## src/rtl/pifo_calendar_pkg.sv

```systemverilog
// Shared types and constants for the PIFO calendar: default widths, element layout,
// info-bus field offsets, full-policy encodings and per-slot action select.
package pifo_calendar_pkg;

  localparam int DEF_RANK_W  = 19;
  localparam int DEF_FIELD_W = 12;

  localparam int FULL_DROP_IN   = 0;
  localparam int FULL_EVICT_MAX = 1;

  localparam int FIELD_LSB = 0;

  typedef struct packed {
    logic                   valid;
    logic [DEF_RANK_W-1:0]  rank;
    logic [DEF_FIELD_W-1:0] field;
  } pifo_elem_t;

  typedef enum logic [1:0] {
    ACT_HOLD,
    ACT_POP,
    ACT_INSERT,
    ACT_REPLACE
  } cell_act_e;

  function automatic int rank_lsb(input int field_w);
    return FIELD_LSB + field_w;
  endfunction

  function automatic int valid_bit(input int rank_w, input int field_w);
    return rank_lsb(field_w) + rank_w;
  endfunction

endpackage

```

## src/rtl/pifo_calendar_cell.sv

```systemverilog
// One calendar slot: selects its next content from itself, a neighbour or the new element.
// Latency: purely combinational; the top registers the result.
// Backpressure: none, the action select is decided once per cycle by the top.
module pifo_calendar_cell
  import pifo_calendar_pkg::*;
#(
  parameter int INFO_W = 32,
  parameter int CNT_W  = 4
) (
  input  logic [INFO_W-1:0] left_elem,
  input  logic [INFO_W-1:0] right_elem,
  input  logic [INFO_W-1:0] cur_elem,
  input  logic [INFO_W-1:0] new_elem,
  input  logic [CNT_W-1:0]  idx,
  input  logic [CNT_W-1:0]  p,
  input  cell_act_e         act,
  output logic [INFO_W-1:0] nxt_elem
);

  logic [CNT_W-1:0] idx_p1;
  assign idx_p1 = idx + CNT_W'(1);

  always_comb begin
    nxt_elem = cur_elem;
    unique case (act)
      ACT_POP: nxt_elem = right_elem;
      ACT_INSERT: begin
        if (idx == p)     nxt_elem = new_elem;
        else if (idx > p) nxt_elem = left_elem;
      end
      // head leaves, so the insertion point moves one slot toward the head
      ACT_REPLACE: begin
        if (idx_p1 == p)     nxt_elem = new_elem;
        else if (idx_p1 < p) nxt_elem = right_elem;
      end
      default: nxt_elem = cur_elem;
    endcase
  end

endmodule

```

## src/rtl/pifo_calendar_v0_2.sv

```systemverilog
// Rank-sorted PIFO calendar (FIFO among equal ranks) with bypass, drop report and occupancy.
// Latency: pop/drop results registered one cycle after the sampling edge; count updates same edge.
// Backpressure: none; a full calendar drops or evicts according to FULL_MODE.
module pifo_calendar_v0_2
  import pifo_calendar_pkg::*;
#(
  parameter int PIFO_CALENDAR_SIZE = 10,
  parameter int RANK_W             = DEF_RANK_W,
  parameter int FIELD_W            = DEF_FIELD_W,
  parameter int FULL_MODE          = FULL_DROP_IN,
  parameter int INFO_W             = 1 + RANK_W + FIELD_W
) (
  input  logic                                      clk,
  input  logic                                      rstn,
  input  logic [INFO_W-1:0]                         s_axis_pifo_info_root,
  input  logic                                      s_axis_insert_en,
  input  logic                                      s_axis_pop_en,
  output logic [FIELD_W-1:0]                        m_axis_buffer_addr,
  output logic                                      m_axis_buffer_addr_valid,
  output logic                                      m_axis_bypass_en,
  output logic                                      m_axis_drop_valid,
  output logic [FIELD_W-1:0]                        m_axis_drop_addr,
  output logic                                      m_axis_calendar_full,
  output logic                                      m_axis_calendar_empty,
  output logic [$clog2(PIFO_CALENDAR_SIZE+1)-1:0]   m_axis_count
);

  localparam int SIZE  = PIFO_CALENDAR_SIZE;
  localparam int CNT_W = $clog2(SIZE + 1);
  localparam int RLSB  = rank_lsb(FIELD_W);
  localparam int VBIT  = valid_bit(RANK_W, FIELD_W);

  logic [INFO_W-1:0]  slot_q [SIZE];
  logic [INFO_W-1:0]  slot_d [SIZE];
  logic [CNT_W-1:0]   count_q, count_d, p;
  logic [RANK_W-1:0]  new_rank, head_rank;
  logic [FIELD_W-1:0] new_field, head_field, tail_field;
  logic               ins_vld, empty, full;
  cell_act_e          act;
  logic               pop_vld, byp, drop_vld;
  logic [FIELD_W-1:0] pop_field, drop_field;

  assign new_rank   = s_axis_pifo_info_root[VBIT-1:RLSB];
  assign new_field  = s_axis_pifo_info_root[RLSB-1:FIELD_LSB];
  assign ins_vld    = s_axis_insert_en && s_axis_pifo_info_root[VBIT];
  assign head_rank  = slot_q[0][VBIT-1:RLSB];
  assign head_field = slot_q[0][RLSB-1:FIELD_LSB];
  assign tail_field = slot_q[SIZE-1][RLSB-1:FIELD_LSB];
  assign empty      = (count_q == '0);
  assign full       = (count_q == CNT_W'(SIZE));

  // insertion point: number of valid entries ranked at or below the newcomer
  always_comb begin
    p = '0;
    for (int i = 0; i < SIZE; i++) begin
      if (slot_q[i][VBIT] && (slot_q[i][VBIT-1:RLSB] <= new_rank)) p = p + CNT_W'(1);
    end
  end

  always_comb begin
    act        = ACT_HOLD;
    count_d    = count_q;
    pop_vld    = 1'b0;
    byp        = 1'b0;
    pop_field  = head_field;
    drop_vld   = 1'b0;
    drop_field = new_field;
    if (ins_vld && s_axis_pop_en) begin
      pop_vld = 1'b1;
      if (empty || (new_rank < head_rank)) begin
        byp       = 1'b1;
        pop_field = new_field;
      end else begin
        act = ACT_REPLACE;
      end
    end else if (s_axis_pop_en) begin
      if (!empty) begin
        act     = ACT_POP;
        pop_vld = 1'b1;
        count_d = count_q - CNT_W'(1);
      end
    end else if (ins_vld) begin
      if (!full) begin
        act     = ACT_INSERT;
        count_d = count_q + CNT_W'(1);
      end else if ((FULL_MODE == FULL_EVICT_MAX) && (p != CNT_W'(SIZE))) begin
        act        = ACT_INSERT;
        drop_vld   = 1'b1;
        drop_field = tail_field;
      end else begin
        drop_vld = 1'b1;
      end
    end
  end

  for (genvar i = 0; i < SIZE; i++) begin : g_cell
    logic [INFO_W-1:0] left_e, right_e;
    if (i == 0) begin : g_head
      assign left_e = '0;
    end else begin : g_mid_l
      assign left_e = slot_q[i-1];
    end
    if (i == SIZE - 1) begin : g_tail
      assign right_e = '0;
    end else begin : g_mid_r
      assign right_e = slot_q[i+1];
    end
    pifo_calendar_cell #(
      .INFO_W (INFO_W),
      .CNT_W  (CNT_W)
    ) u_cell (
      .left_elem  (left_e),
      .right_elem (right_e),
      .cur_elem   (slot_q[i]),
      .new_elem   (s_axis_pifo_info_root),
      .idx        (CNT_W'(i)),
      .p          (p),
      .act        (act),
      .nxt_elem   (slot_d[i])
    );
  end

  always_ff @(posedge clk or negedge rstn) begin
    if (!rstn) begin
      for (int i = 0; i < SIZE; i++) slot_q[i] <= '0;
      count_q                  <= '0;
      m_axis_buffer_addr       <= '0;
      m_axis_buffer_addr_valid <= 1'b0;
      m_axis_bypass_en         <= 1'b0;
      m_axis_drop_valid        <= 1'b0;
      m_axis_drop_addr         <= '0;
    end else begin
      for (int i = 0; i < SIZE; i++) slot_q[i] <= slot_d[i];
      count_q                  <= count_d;
      m_axis_buffer_addr_valid <= pop_vld;
      m_axis_bypass_en         <= byp;
      m_axis_drop_valid        <= drop_vld;
      if (pop_vld)  m_axis_buffer_addr <= pop_field;
      if (drop_vld) m_axis_drop_addr   <= drop_field;
    end
  end

  assign m_axis_count          = count_q;
  assign m_axis_calendar_full  = full;
  assign m_axis_calendar_empty = empty;

endmodule

```

## config.mk

```make
export PLATFORM = sky130hd
export DESIGN_NAME = pifo_calendar_v0_2
export DESIGN_NICKNAME = d
export VERILOG_FILES = /design/src/rtl/pifo_calendar_pkg.sv /design/src/rtl/pifo_calendar_cell.sv /design/src/rtl/pifo_calendar_v0_2.sv
export SDC_FILE = /design/constraint.sdc
export NUM_CORES = 2
export LEC_CHECK = 0
export BUFFER_PORTS_ARGS = -buffer_cell sky130_fd_sc_hd__buf_2
export CORE_MARGIN = 2
export CORE_UTILIZATION = 55
export DETAILED_ROUTE_END_ITERATION = 8
export HOLD_SLACK_MARGIN = 0.08
export PLACE_DENSITY_LB_ADDON = 0.3
export SLEW_MARGIN = 20
export SYNTH_ARGS = -nofsm -noshare
export SYNTH_HDL_FRONTEND = slang
export SYNTH_SLANG_ARGS = --single-unit
```

## constraint.sdc

```tcl
create_clock -name clk -period 8.8 [get_ports clk]
set_input_delay 1.32 -clock clk [delete_from_list [all_inputs] [get_ports clk]]
set_output_delay 1.32 -clock clk [all_outputs]
set_load 0.05 [all_outputs]
```

Word level (Yosys, flattened, before mapping) --
Cells that the tools add are included.
Operators by class: reduce and logical (&&, ||, !) cells 28, order comparisons 31, eq/ne operators 36, multiplexer cells 81, add/sub/neg operators 11, bitwise operators 1
Operator list (number):
- 32-bit two-way mux | 40
- 32-bit one-hot mux with 3 select lines | 10
- 19-bit <= comparator | 10
- 3-bit by 1-bit inequality test with 1-bit output, second input constant | 20
- 4-bit two-way mux | 13
- 4-bit by 1-bit adder with 4-bit output, second input constant | 10
- 3-bit AND reduction | 10
- 12-bit two-way mux | 2
- 19-bit < comparator | 1
- 3-bit by 4-bit == test with 1-bit output, first input constant | 4
- 3-bit by 4-bit greater-than comparator with 1-bit output, first input constant | 4
- 3-bit by 4-bit < comparator with 1-bit output, first input constant | 4
- 4-bit == test, first input constant | 3
- 1-bit logical AND | 12
- 4-bit < comparator, first input constant | 3
- 1-bit two-way mux | 11
- 2-bit two-way mux | 5
- 2-bit by 4-bit == test with 1-bit output, first input constant | 2
- 1-bit by 4-bit greater-than comparator with 1-bit output, first input constant | 2
- 2-bit by 4-bit greater-than comparator with 1-bit output, first input constant | 2
- 4-bit greater-than comparator, first input constant | 2
- 4-bit zero test | 2
- 2-bit by 4-bit < comparator with 1-bit output, first input constant | 2
- 1-bit by 4-bit == test with 1-bit output, first input constant | 1
- 11 further kinds | 13
Word-level totals: logic and storage cells 204, input port bits 36, output and inout bits 33, bits in registers 351

Logic depth before layout (Yosys ltp) --
depth after elaboration 25, mapped depth 50, depth with buffers taken out 46

By module --
From an unflattened synthesis, not the netlist that was laid out.
Second synthesis, totals: cells, all modules 5677, area, all modules 43071.3 µm²
By module, submodules not included:
- pifo_calendar_cell (g_cell[0].u_cell ...) | area each 2854.0 µm², sequential area each 0.0 µm², cells an instance 459, instances 8
- pifo_calendar_v0_2 | area each 14594.0 µm², sequential area each 8783.4 µm², cells an instance 1083, instances 1
- pifo_calendar_cell (g_cell[8].u_cell ...) | area each 2822.7 µm², sequential area each 0.0 µm², cells an instance 461, instances 2

Worst setup path after synthesis --
Ideal clock, no wire load.
kind in2reg, start point input port s_axis_pifo_info_root[13], end point register slot_q (netlist bit g_cell[0].right_e[13]), buffers on the path 3, arrival 9.949 ns, setup time 0.130 ns, setup slack -1.279 ns, required time 8.670 ns, cell stages on the path 49, path through clkbuf_1 -> inv_1 -> ha_1 -> nor2b_1 -> o21ai_0 -> nand2b_1 -> a21oi_1 -> nor2b_1 -> o21ai_0 -> nand2b_1 -> a21oi_1 -> o21ai_0 -> a221o_1 -> a21oi_1 -> o21ai_0 -> a21o_1 -> ha_1 -> nand2b_1 -> (+13 left out) -> and3b_1 -> o21ai_0 -> ha_1 -> nand2_1 -> nand2_1 -> ha_1 -> and3_1 -> or2_2 -> ha_1 -> inv_1 -> nand2_1 -> o211ai_1 -> and2_1 -> clkbuf_1 -> a21oi_1 -> buf_2 -> a222oi_1 -> a21oi_1
Between the ends: cells in the longest elaborated chain, start to end 24, elaborated cells between the ends (all ways) 57, classes of those cells add/sub (9); order compare (13); eq/ne (7); mux (15); reduce/logical (13)
Ends and longest elaborated chain:
- from (decl) | RTL line pifo_calendar_v0_2.sv:15 | input logic [INFO_W-1:0] s_axis_pifo_info_root,
- 19-bit <= comparator | RTL line pifo_calendar_v0_2.sv:56 | if (slot_q[i][VBIT] && (slot_q[i][VBIT-1:RLSB] <= new_rank)) p = p + CNT_W'(1);
- 1-bit logical AND | RTL line pifo_calendar_v0_2.sv:56
- 1-bit two-way mux | RTL line pifo_calendar_v0_2.sv:56
- 4-bit by 1-bit adder with 4-bit output | RTL line pifo_calendar_v0_2.sv:56
- 4-bit two-way mux | RTL line pifo_calendar_v0_2.sv:56
- 4-bit by 1-bit adder with 4-bit output | RTL line pifo_calendar_v0_2.sv:56
- 4-bit two-way mux | RTL line pifo_calendar_v0_2.sv:56
- 4-bit by 1-bit adder with 4-bit output | RTL line pifo_calendar_v0_2.sv:56
- (+8 left out)
- 4-bit two-way mux | RTL line pifo_calendar_v0_2.sv:56
- 4-bit by 1-bit adder with 4-bit output | RTL line pifo_calendar_v0_2.sv:56
- 4-bit two-way mux | RTL line pifo_calendar_v0_2.sv:56
- 4-bit by 1-bit adder with 4-bit output | RTL line pifo_calendar_v0_2.sv:56
- 4-bit two-way mux | RTL line pifo_calendar_v0_2.sv:56
- 2-bit by 4-bit < comparator with 1-bit output, or another cell as far along | RTL line pifo_calendar_cell.sv:34 | else if (idx_p1 < p) nxt_elem = right_elem;
- 3-bit by 1-bit inequality test with 1-bit output (no line), or another cell as far along
- 3-bit AND reduction (no line) or 32-bit one-hot mux with 3 select lines (tied branches)
- to (decl) | RTL line pifo_calendar_v0_2.sv:33 | logic [INFO_W-1:0] slot_q [SIZE];
Several ways; a longest one is shown, not always the timed one. A chain may end at the register's enable or synchronous reset.

Worst setup path in the final report --
start point input port s_axis_pifo_info_root[13], end point register slot_q (netlist bit g_cell[3].right_e[18])
Between the ends: cells in the longest elaborated chain, start to end 24, elaborated cells between the ends (all ways) 57, classes of those cells add/sub (9); order compare (13); eq/ne (7); mux (15); reduce/logical (13)
Ends and longest elaborated chain (RTL line):
- 19-bit <= comparator | pifo_calendar_v0_2.sv:56
- 1-bit logical AND | pifo_calendar_v0_2.sv:56
- 1-bit two-way mux | pifo_calendar_v0_2.sv:56
- 4-bit by 1-bit adder with 4-bit output | pifo_calendar_v0_2.sv:56
- 4-bit two-way mux | pifo_calendar_v0_2.sv:56
- 4-bit by 1-bit adder with 4-bit output | pifo_calendar_v0_2.sv:56
- 4-bit two-way mux | pifo_calendar_v0_2.sv:56
- 4-bit by 1-bit adder with 4-bit output | pifo_calendar_v0_2.sv:56
- (+8 left out)
- 4-bit two-way mux | pifo_calendar_v0_2.sv:56
- 4-bit by 1-bit adder with 4-bit output | pifo_calendar_v0_2.sv:56
- 4-bit two-way mux | pifo_calendar_v0_2.sv:56
- 4-bit by 1-bit adder with 4-bit output | pifo_calendar_v0_2.sv:56
- 4-bit two-way mux | pifo_calendar_v0_2.sv:56
- 3-bit by 4-bit < comparator with 1-bit output, or another cell as far along | pifo_calendar_cell.sv:34
- 3-bit by 1-bit inequality test with 1-bit output (no line), or another cell as far along
- 3-bit AND reduction (no line) or 32-bit one-hot mux with 3 select lines (tied branches)
Several ways; a longest one is shown, not always the timed one.

==> impl_metrics.py <==
metrics = {
    "status": {
        "run_status": "finished, violations left",
        "violations": "DRC, setup timing",
    },
    "detailed_routing": {
        "drc": 48,
        "ant_nets": 0,
        "vias": 26063,
        "wirelength_um": 99400,
        "first_pass_iters": 9,
        "drt_iter0_drc": 4611,
        "vias_per_cell": 7.31,
        "wl_per_cell_um": 27.9,
    },
    "setup_path": {
        "critPathTopFamily": "compound AO/OA/AOI/OAI gates",
        "critPathKind": "primary input to register",
        "endpoint_kind": "register",
        "arrival_ps": 9400,
        "r2r_setup_slack_ps": 300,
        "required_ps": 9240,
        "critical_path.most_common_cell": "ha_4",
        "worstReg2RegEnd": "g_cell[3].right_e[18]",
        "worstReg2RegStart": "g_cell[0].right_e[13]",
        "path_max_fanout": 8,
        "r2r_cells": 47,
        "cp-start-kind": "primary input",
        "critical_path_buf_inv_count": 9,
        "critPathMaxStageDelay_ps": 420,
        "slowest_stage": "o31a_4",
    },
    "yosys": {
        "netlist-cell-type-count": 95,
        "seq_area_frac_synth": 0.350,
        "synth_enable_flop_cells": 0,
        "syn_area_um2": 25100,
        "synthFlopType": "dfrtp_1",
        "synth_warnings": 0,
        "synth_top_cell_by_area": "dfrtp_1",
        "synth.net_count": 3014,
        "syn_inst": 2776,
        "async_flop_share": 1.00,
        "ys_seq_elements": 351,
        "avgSynthCellArea_um2": 9.04,
        "synth_top_area_share": 0.350,
        "ys_top_cells_by_area": "dfrtp_1, ha_1, a222oi_1, a31oi_1, mux2i_1",
    },
    "die": {
        "pin_count": 69,
        "core_area_um2": 45200,
        "die_h_um": 218,
        "start_util": 0.555,
        "die_x_um": 218,
        "core.rowCount": 78,
        "die_area_um2": 47300,
    },
    "clock_tree": {
        "hold_buffers": 0,
        "htree_levels": 2,
        "root_buffer": "clkbuf_16",
        "cts_tree": "done",
        "clkSinkCount": 351,
        "cts_inserted_buffers": 42,
        "clk_pin_slew_worst_paths_ps": 60,
        "worst_skew_pair.late_latency_ps": 600,
        "clockBufferDepth": 3,
    },
    "global_route": {
        "grt_use_met3": 0.0901,
        "grt_pass1_wl_um": 143000,
        "grt_max_degree": 164,
        "grt-ovfl-total": 0,
        "gr-usage-met2": 0.609,
        "grt.total_usage": 0.387,
        "gr-usage-met1": 0.487,
        "top_usage_layer": "met2",
        "grt_pass1_vias": 24843,
        "antenna_found_initial": 2,
    },
    "finish": {
        "final_cell_area_um2": 30800,
        "areaGrowthSynthToFinish_pct": 22.8,
        "final_layout_size_suffix_gt1_frac": 0.217,
        "nNetsFinal": 3171,
        "regArea_um2": 8780,
        "fin_util": 0.682,
        "multiInputGateArea_um2": 15300,
        "fillers": 3433,
        "fin_cells": 3564,
    },
    "placement": {
        "placed_area_um2": 27700,
        "dpl.cell_count": 3415,
        "gp_congestion": 0.970,
        "dp_hpwl_um": 65500,
        "portBuffers": 68,
    },
    "hold_path": {
        "hold_depth": 2,
        "min_to": "m_axis_buffer_addr[4]",
        "holdCritStartpoint": "m_axis_buffer_addr[4]",
        "holdCritPathClass": "register to register",
    },
    "timing": {
        "setup_slack_ps": -153,
        "setup_viol": 176,
        "max_freq_ghz": 0.112,
        "worstMarginPinSlew_ps": 1240,
        "setup_tns_ps": -8760,
        "final-hold-violation-count": 0,
        "grt_setup_unrepaired": "true",
        "slew_viol_final": 0,
        "period_minus_slack_ps": 8950,
        "finClkSkew_ps": 29.2,
        "timing.final.crit_share": 1.02,
        "relSlewSlack": 0.171,
    },
    "job": {
        "maxCapViolations": 0,
    },
}
[repair_timing]
action                                  4_1_cts  5_1_grt
cloned                                        1       35
buffers inserted                              3       34
pin swaps                                     6      164
endpoints found under the setup margin      211      320
resized for setup                            16      158
[cell type report]
cell class | instances | share of cell area
Multi-Input combinational cell | 1992 | 0.496
Sequential cell | 351 | 0.285
Timing Repair Buffer | 374 | 0.130
Clock buffer | 67 | 0.0414
Tap cell | 600 | 0.0244
Inverter | 172 | 0.0214
Clock inverter | 7 | 0.00187
Antenna cell | 1 | 0.0000812
[how the worst max path moves through the flow]
| stage | depth (start not counted) | end | startpoint | slack, ps |
|---|---|---|---|---|
| global route | 50 | g_cell[3].right_e[27] | s_axis_pifo_info_root[13] | -490 |
| finish | 50 | g_cell[3].right_e[18] | s_axis_pifo_info_root[13] | -150 |
| floorplan | 49 | g_cell[1].left_e[31] | s_axis_pifo_info_root[13] | 9 |
| global placement | 47 | g_cell[7].right_e[12] | s_axis_pifo_info_root[13] | -770 |
| CTS | 52 | g_cell[1].left_e[20] | s_axis_pifo_info_root[13] | 5 |
| detailed placement | 50 | g_cell[8].right_e[27] | s_axis_pifo_info_root[13] | -800 |
[registers in the layout (all words and copies together), names as in the netlist]
signal                    cells
g_cell.left_e                32
g_cell.right_e              288
m_axis_buffer_addr           12
m_axis_buffer_addr_valid      1
m_axis_bypass_en              1
m_axis_count                  4
m_axis_drop_addr             12
m_axis_drop_valid             1
[routing by layer]
layer | routed length (um) | up-vias
li1 | - | 11000
met1 | 36200 | 12635
met2 | 44700 | 1990
met3 | 12700 | 436
met4 | 5790 | 2
met5 | 11 | -
[cells by family (layout without fill, tap and decap cells)]
logic type	count (synthesis)	in the layout	share of synthesized area
AND/OR/NAND/NOR	542	542	0.105
AO/OA/AOI/OAI	1067	1067	0.294
XOR/XNOR	24	24	0.0128
adder cells (fa/ha/maj)	202	202	0.101
multiplexers	157	157	0.0652
flip-flops	351	351	0.350
other	0	1	0
buffers and inverters	433	620	0.0716
[cell usage in the layout (no fill, tap or decap), drive strengths merged, types with 13 or more instances in the layout]
cell type	n
mux2	45
ha	201
dfrtp	351
clkbuf	95
buf	346
o21a	32
a21o	30
a21oi	191
a222oi	129
o2bb2ai	18
xnor2	13
mux2i	112
nor3	92
inv	171
a22oi	88
nor2	71
nand3	68
nand2	192
nand4	37
o21ai	238
o32a	28
a31oi	224
[worst min-delay path: cells and delay by family, from the launching register on]
family             cells  cell delay, ps
DFF                    1             340
and+or+nand+nor        1              40
AOI/OAI and AO/OA      1              60
[cells in the mapped netlist, types with 7 or more instances]
library cell / number
o21ai_0: 219
a21oi_1: 184
a21o_1: 30
mux2_1: 29
inv_1: 169
clkbuf_1: 169
o21a_1: 31
nor4_1: 9
o2bb2ai_1: 18
buf_6: 9
nand4_1: 36
dfrtp_1: 351
nand2_1: 192
xnor2_1: 12
nor2_1: 70
a31oi_2: 32
a22oi_1: 88
a21oi_2: 7
nor2b_1: 8
buf_1: 10
a222oi_1: 129
nand3_1: 68
mux2i_1: 111
o21ai_1: 19
nor3_1: 90
o32a_1: 28
ha_1: 201
buf_2: 69
a211oi_1: 11
mux2_2: 15
a31oi_1: 192
and3_1: 10
and2_1: 12
o211ai_1: 10
[through the flow]
step / setup slack, ps / hold WS (ps)
2_1_floorplan: 9.44 / 494
3_3_place_gp: -766 / 460
3_5_place_dp: -800 / 468
4_1_cts: 4.74 / 482
5_1_grt: -487 / 519
6_report: -153 / 477
Power is not shown: default switching activity piles up to over one toggle a cycle in this logic, so the estimate is an artifact.
